[src/rtl/profile_counter_bank.sv]
// Multi-channel profiling counter bank: per-channel run control, up/down counting with
// wrap or saturate policy, sticky overflow flags, atomic snapshot and a registered read port.
module profile_counter_bank #(
  parameter int WIDTH     = 32,
  parameter int CHANNELS  = 4,
  parameter int IDX_WIDTH = 2,
  parameter int SATURATE  = 0
) (
  input  logic                 clock,
  input  logic                 reset,
  input  logic [CHANNELS-1:0]  start,
  input  logic [CHANNELS-1:0]  stop,
  input  logic [CHANNELS-1:0]  clear,
  input  logic [CHANNELS-1:0]  direction,
  input  logic [CHANNELS-1:0]  countEvent,
  input  logic                 snapshot,
  input  logic [IDX_WIDTH-1:0] readIndex,
  output logic [WIDTH-1:0]     readValue,
  output logic                 readOverflow,
  output logic [CHANNELS-1:0]  running,
  output logic [CHANNELS-1:0]  overflow
);

  typedef enum logic {IDLE = 1'b0, RUNNING = 1'b1} runState_t;

  localparam logic [WIDTH-1:0] ALL_ONES = {WIDTH{1'b1}};

  runState_t           runState [CHANNELS];
  runState_t           runNext  [CHANNELS];
  logic [WIDTH-1:0]    count       [CHANNELS];
  logic [WIDTH-1:0]    countNext   [CHANNELS];
  logic [WIDTH-1:0]    shadowCount [CHANNELS];
  logic [CHANNELS-1:0] ovfNext;
  logic [CHANNELS-1:0] shadowOvf;
  logic [WIDTH-1:0]    readMux;
  logic                readOvfMux;

  // Run-bit next state: stop dominates a simultaneous start.
  always_comb begin
    for (int i = 0; i < CHANNELS; i++) begin
      runNext[i] = runState[i];
      if (stop[i]) begin
        runNext[i] = IDLE;
      end else if (start[i]) begin
        runNext[i] = RUNNING;
      end
      running[i] = (runState[i] == RUNNING);
    end
  end

  // Counting uses the pre-edge run bit, so a start-cycle event is dropped and a stop-cycle event counts.
  always_comb begin
    for (int i = 0; i < CHANNELS; i++) begin
      countNext[i] = count[i];
      ovfNext[i]   = overflow[i];
      if (clear[i]) begin
        countNext[i] = '0;
        ovfNext[i]   = 1'b0;
      end else if (runState[i] == RUNNING && countEvent[i]) begin
        if (direction[i]) begin
          if (count[i] == ALL_ONES) begin
            ovfNext[i]   = 1'b1;
            countNext[i] = (SATURATE != 0) ? ALL_ONES : '0;
          end else begin
            countNext[i] = count[i] + WIDTH'(1);
          end
        end else begin
          if (count[i] == '0) begin
            ovfNext[i]   = 1'b1;
            countNext[i] = (SATURATE != 0) ? '0 : ALL_ONES;
          end else begin
            countNext[i] = count[i] - WIDTH'(1);
          end
        end
      end
    end
  end

  // Out-of-range indices fall through to zero.
  always_comb begin
    readMux    = '0;
    readOvfMux = 1'b0;
    for (int i = 0; i < CHANNELS; i++) begin
      if (readIndex == IDX_WIDTH'(i)) begin
        readMux    = shadowCount[i];
        readOvfMux = shadowOvf[i];
      end
    end
  end

  always_ff @(posedge clock) begin
    if (reset) begin
      for (int i = 0; i < CHANNELS; i++) begin
        runState[i]    <= IDLE;
        count[i]       <= '0;
        shadowCount[i] <= '0;
      end
      overflow     <= '0;
      shadowOvf    <= '0;
      readValue    <= '0;
      readOverflow <= 1'b0;
    end else begin
      for (int i = 0; i < CHANNELS; i++) begin
        runState[i] <= runNext[i];
        count[i]    <= countNext[i];
        if (snapshot) begin
          shadowCount[i] <= count[i];
        end
      end
      overflow <= ovfNext;
      if (snapshot) begin
        shadowOvf <= overflow;
      end
      readValue    <= readMux;
      readOverflow <= readOvfMux;
    end
  end

endmodule
[config.mk]
export PLATFORM = sky130hd
export DESIGN_NAME = profile_counter_bank
export DESIGN_NICKNAME = d
export VERILOG_FILES = /design/src/rtl/profile_counter_bank.sv
export SDC_FILE = /design/constraint.sdc
export NUM_CORES = 1
export LEC_CHECK = 0
export ABC_AREA = 1
export CORE_UTILIZATION = 63
export DETAILED_ROUTE_END_ITERATION = 12
export PLACE_DENSITY = 0.81
export SYNTH_ARGS = -nofsm -noshare
export SYNTH_HDL_FRONTEND = slang
export SYNTH_SLANG_ARGS = --single-unit
export TNS_END_PERCENT = 1
[constraint.sdc]
create_clock -name clock -period 6.8 [get_ports clock]
set_input_delay 1.7 -clock clock [delete_from_list [all_inputs] [get_ports clock]]
set_output_delay 1.7 -clock clock [all_outputs]
set_load 0.01 [all_outputs]
==> key figures <==
Cells and area
  – Commonest non-fill, non-tap cells in the layout: nand2_1 (918), nor2_1 (592), inv_1 (424)
  – Final net count: 3320
  – Commonest non-fill, non-tap cell in the layout: nand2_1
  – Layout cells sized above 1: 0.05168
  – Number of antenna diodes: 0
  – P&R area growth vs syn: 8.346%
  – Final non-filler cell total: 3751

Drt
  – DR iter-0 viols: 2803
  – Routed Wire Length: 68580 um
  – Vias/cell: 5.868
  – DR vias: 22010
  – Antenna-violating nets left: 0
  – Pre-antenna DRT Iters: 7
  – Post-route DRC violation count: 0
  – Avg WL per Cell: 18.28 um

Critical path
  – Arrival time of the worst setup path: 5040 ps
  – Crit-path max FO: 69
  – Kind of critical path: in -> reg
  – FF-to-FF path depth: 7
  – Worst endpoint required time: 7050 ps
  – Critical path startpoint category: primary input
  – Worst setup EP type: register

Clocking
  – Clock root buffer master: clkbuf_16
  – Hold-fix buffers at CTS: 0
  – TritonCTS buffer count: 35
  – Post-cts sizing count: 0
  – Clock Latency Late Sink: 530 ps
  – Reg clk slew, reported paths: 60 ps
  – CTS tree: yes
  – CTS max path bufs: 3
  – Clk sinks: 301
  – Post-CTS Setup Bufs: 0
  – # H-tree levels: 2

Floorplanning
  – Io pins: 66
  – Num rows: 66
  – Starting Density: 0.6407
  – Placeable Area: 32620 sq um
  – Die height: 184.1 um
  – Area of the die: 33900 sq um
  – Die X: 184.1 um

Yosys
  – Simple-Gate Fraction of Synth Area: 0.4058
  – Syn. warnings: 0
  – Async set-reset flop share out of synthesis: 0
  – Seq/Total Area, Yosys: 0.3497
  – Synth Register Bits: 301
  – Synth Area in XOR/XNOR: 0.03772
  – Number of flops mapped to enable cells by yosys: 128
  – Synthesized cell area: 20900 sq um
  – Netlist cell types: 46
  – Main combinational cell family by area after synthesis: simple AND/OR/NAND/NOR gates
  – Syn_nets: 3348
  – Primary FF master, synth: dfxtp_1
  – Mux contribution to synthesized area: 0
  – Adder-cell area share of the yosys netlist: 0.007185
  – Synth Area in Compound Gates: 0.08340
  – Syn_area_per_cell: 6.312 sq um
  – Cells after synthesis: 3311

Global routing
  – Remaining Overflow, GRT: 0
  – Initial antenna violation count: 1
  – Largest net degree at the start of global routing: 70
  – Vias in the first global route: 20120
  – First-pass GRT wire length: 107500 um
  – GRT Util Overall: 0.4045

STA
  – Max_slew headroom: 0.1496
  – Final slew viol count: 0
  – Peak Freq: 208.8 MHz
  – Clock Skew: 14.34 ps
  – Final Hold Viols: 0
  – RSZ-0062 raised after global routing: false
  – Setup TNS: 0 ps
  – Post-layout minimum cycle time: 4790 ps
  – Final worst slack: 2010 ps
  – Final worst-path cycle share: 0.7044
  – Hold Slack: 489.2 ps
  – Endpoints failing setup: 0
  – Worst Tran Pin Value: 1274 ps

Pwr
  – Pint: 3333 uW
  – Sequential share of power: 0.425
  – Net Sw Power: 1369 uW
  – Maximum vdd ir drop: 171.5 uV
  – Cell area power density: 207.7 nW/um^2
  – Gate power share: 0.156
  – Clock share of power: 0.419
  – Switching Share: 0.2912
  – Lkg Pwr: 0.01105 uW

Hold path
  – Hold crit path type: reg -> reg
  – Hold path depth: 2

Placement
  – Placed Instances: 3688
  – Routability congestion estimate from global placement: 1.024
  – Dpl hpwl: 49870 um
  – Place WS: 1563 ps
  – Port bufs: 65

Job
  – Max-cap check violation count: 0

Run status
  – Status: completed
==> routing by layer <==
metal	GRT usage	vias up	wire length [um]
met5	0	-	13
met4	0.1833	2	3180
li1	-	10380	-
met1	0.5378	10060	27420
met2	0.6482	1319	30530
met3	0.06303	242	7438
==> worst paths after layout <==
kind / from / to / slack [ps]
setup / recovery: reset / shadowCount[2][23]$_SDFFCE_PN0P_ / 2010
hold / removal: overflow[1]$_SDFFE_PP0P_ / overflow[1]$_SDFFE_PP0P_ / 490
setup reg to reg: runState[3]$_SDFF_PP0_ / count[3][2]$_SDFFE_PP0P_ / 4240
hold reg to reg: overflow[1]$_SDFFE_PP0P_ / overflow[1]$_SDFFE_PP0P_ / 490
==> synthesized netlist by cell type (2+ instances only) <==
library cell	n	area [sq um]
inv_1	424	1592
o22ai_1	4	25.02
o21ai_0	206	1031
nor2_1	593	2226
a31oi_1	12	75.07
dfxtp_1	173	3463
nor2_4	17	191.4
buf_1	4	15.01
o21ai_1	5	25.02
dlygate4sd1_1	2	17.52
clkbuf_1	62	232.7
o211ai_1	41	307.8
a21oi_1	39	195.2
ha_1	12	150.1
buf_2	37	185.2
nand3b_1	3	22.52
nand2_4	5	56.30
buf_6	11	123.9
nor2_2	25	156.4
nand3_1	362	1812
xor2_1	85	744.5
or2_2	2	12.51
o21bai_1	3	22.52
clkbuf_2	18	90.09
nor3b_1	2	15.01
nand3_2	12	120.1
buf_4	9	67.56
inv_2	11	41.29
a21oi_2	4	35.03
nand2_1	919	3450
nor3_1	16	80.08
edfxtp_1	128	3844
nand2_2	16	100.1
clkinv_1	4	15.01
xnor2_1	5	43.79
nand4_1	27	168.9
and2_1	4	25.02
==> area by class of cell <==
| cell class | instances | area, sq um |
|---|---|---|
| Clock buffer | 47 | 1003 |
| Clock inverter | 16 | 182.7 |
| Fill cell | 2893 | 9977 |
| Inverter | 440 | 1657 |
| Multi-Input combinational cell | 2424 | 11170 |
| Sequential cell | 301 | 7307 |
| Tap cell | 442 | 553.0 |
| Timing Repair Buffer | 81 | 765.7 |
==> logic make-up after synthesis <==
kind of cell               after synthesis
and+or+nand+nor                       2006
adders and majority gates               12
AOI/OAI and AO/OA                      316
buffers and inverters                  586
xor gates and xnor gates                90
DFF                                    301
==> per-stage QoR <==
stage / total power, uW / instance area [sq um] / utilization
after CTS: 4685 / 22640 / 0.6941
final: 4702 / 22640 / 0.6941
after global routing: 4857 / 22640 / 0.6941
after detailed placement: 2740 / 21460 / 0.6578
after global placement: 2726 / 21460 / 0.6578
after floorplan: 2530 / 20900 / -
==> registers in the layout, indices dropped and copies added, names as in the netlist <==
signal / flops
shadowCount: 128
count: 128
runState: 4
readOverflow: 1
overflow: 4
shadowOvf: 4
readValue: 32
==> critical path, cell delays in order <==
cell	delay, ps
clkdlybuf4s50_1	450
buf_4	250
clkinv_1	790
nand2_4	980
buf_4	670
nor2_1	150
==> power groups by stage <==
stage	registers [uW]	clock network, uW	logic, uW
floorplan	2010	0	519
global placement	2030	0	692
detailed placement	2030	0	707
CTS	2000	1980	714
global route	2000	2050	809
finish	2000	1970	733
(Power assumes the default switching activity.)
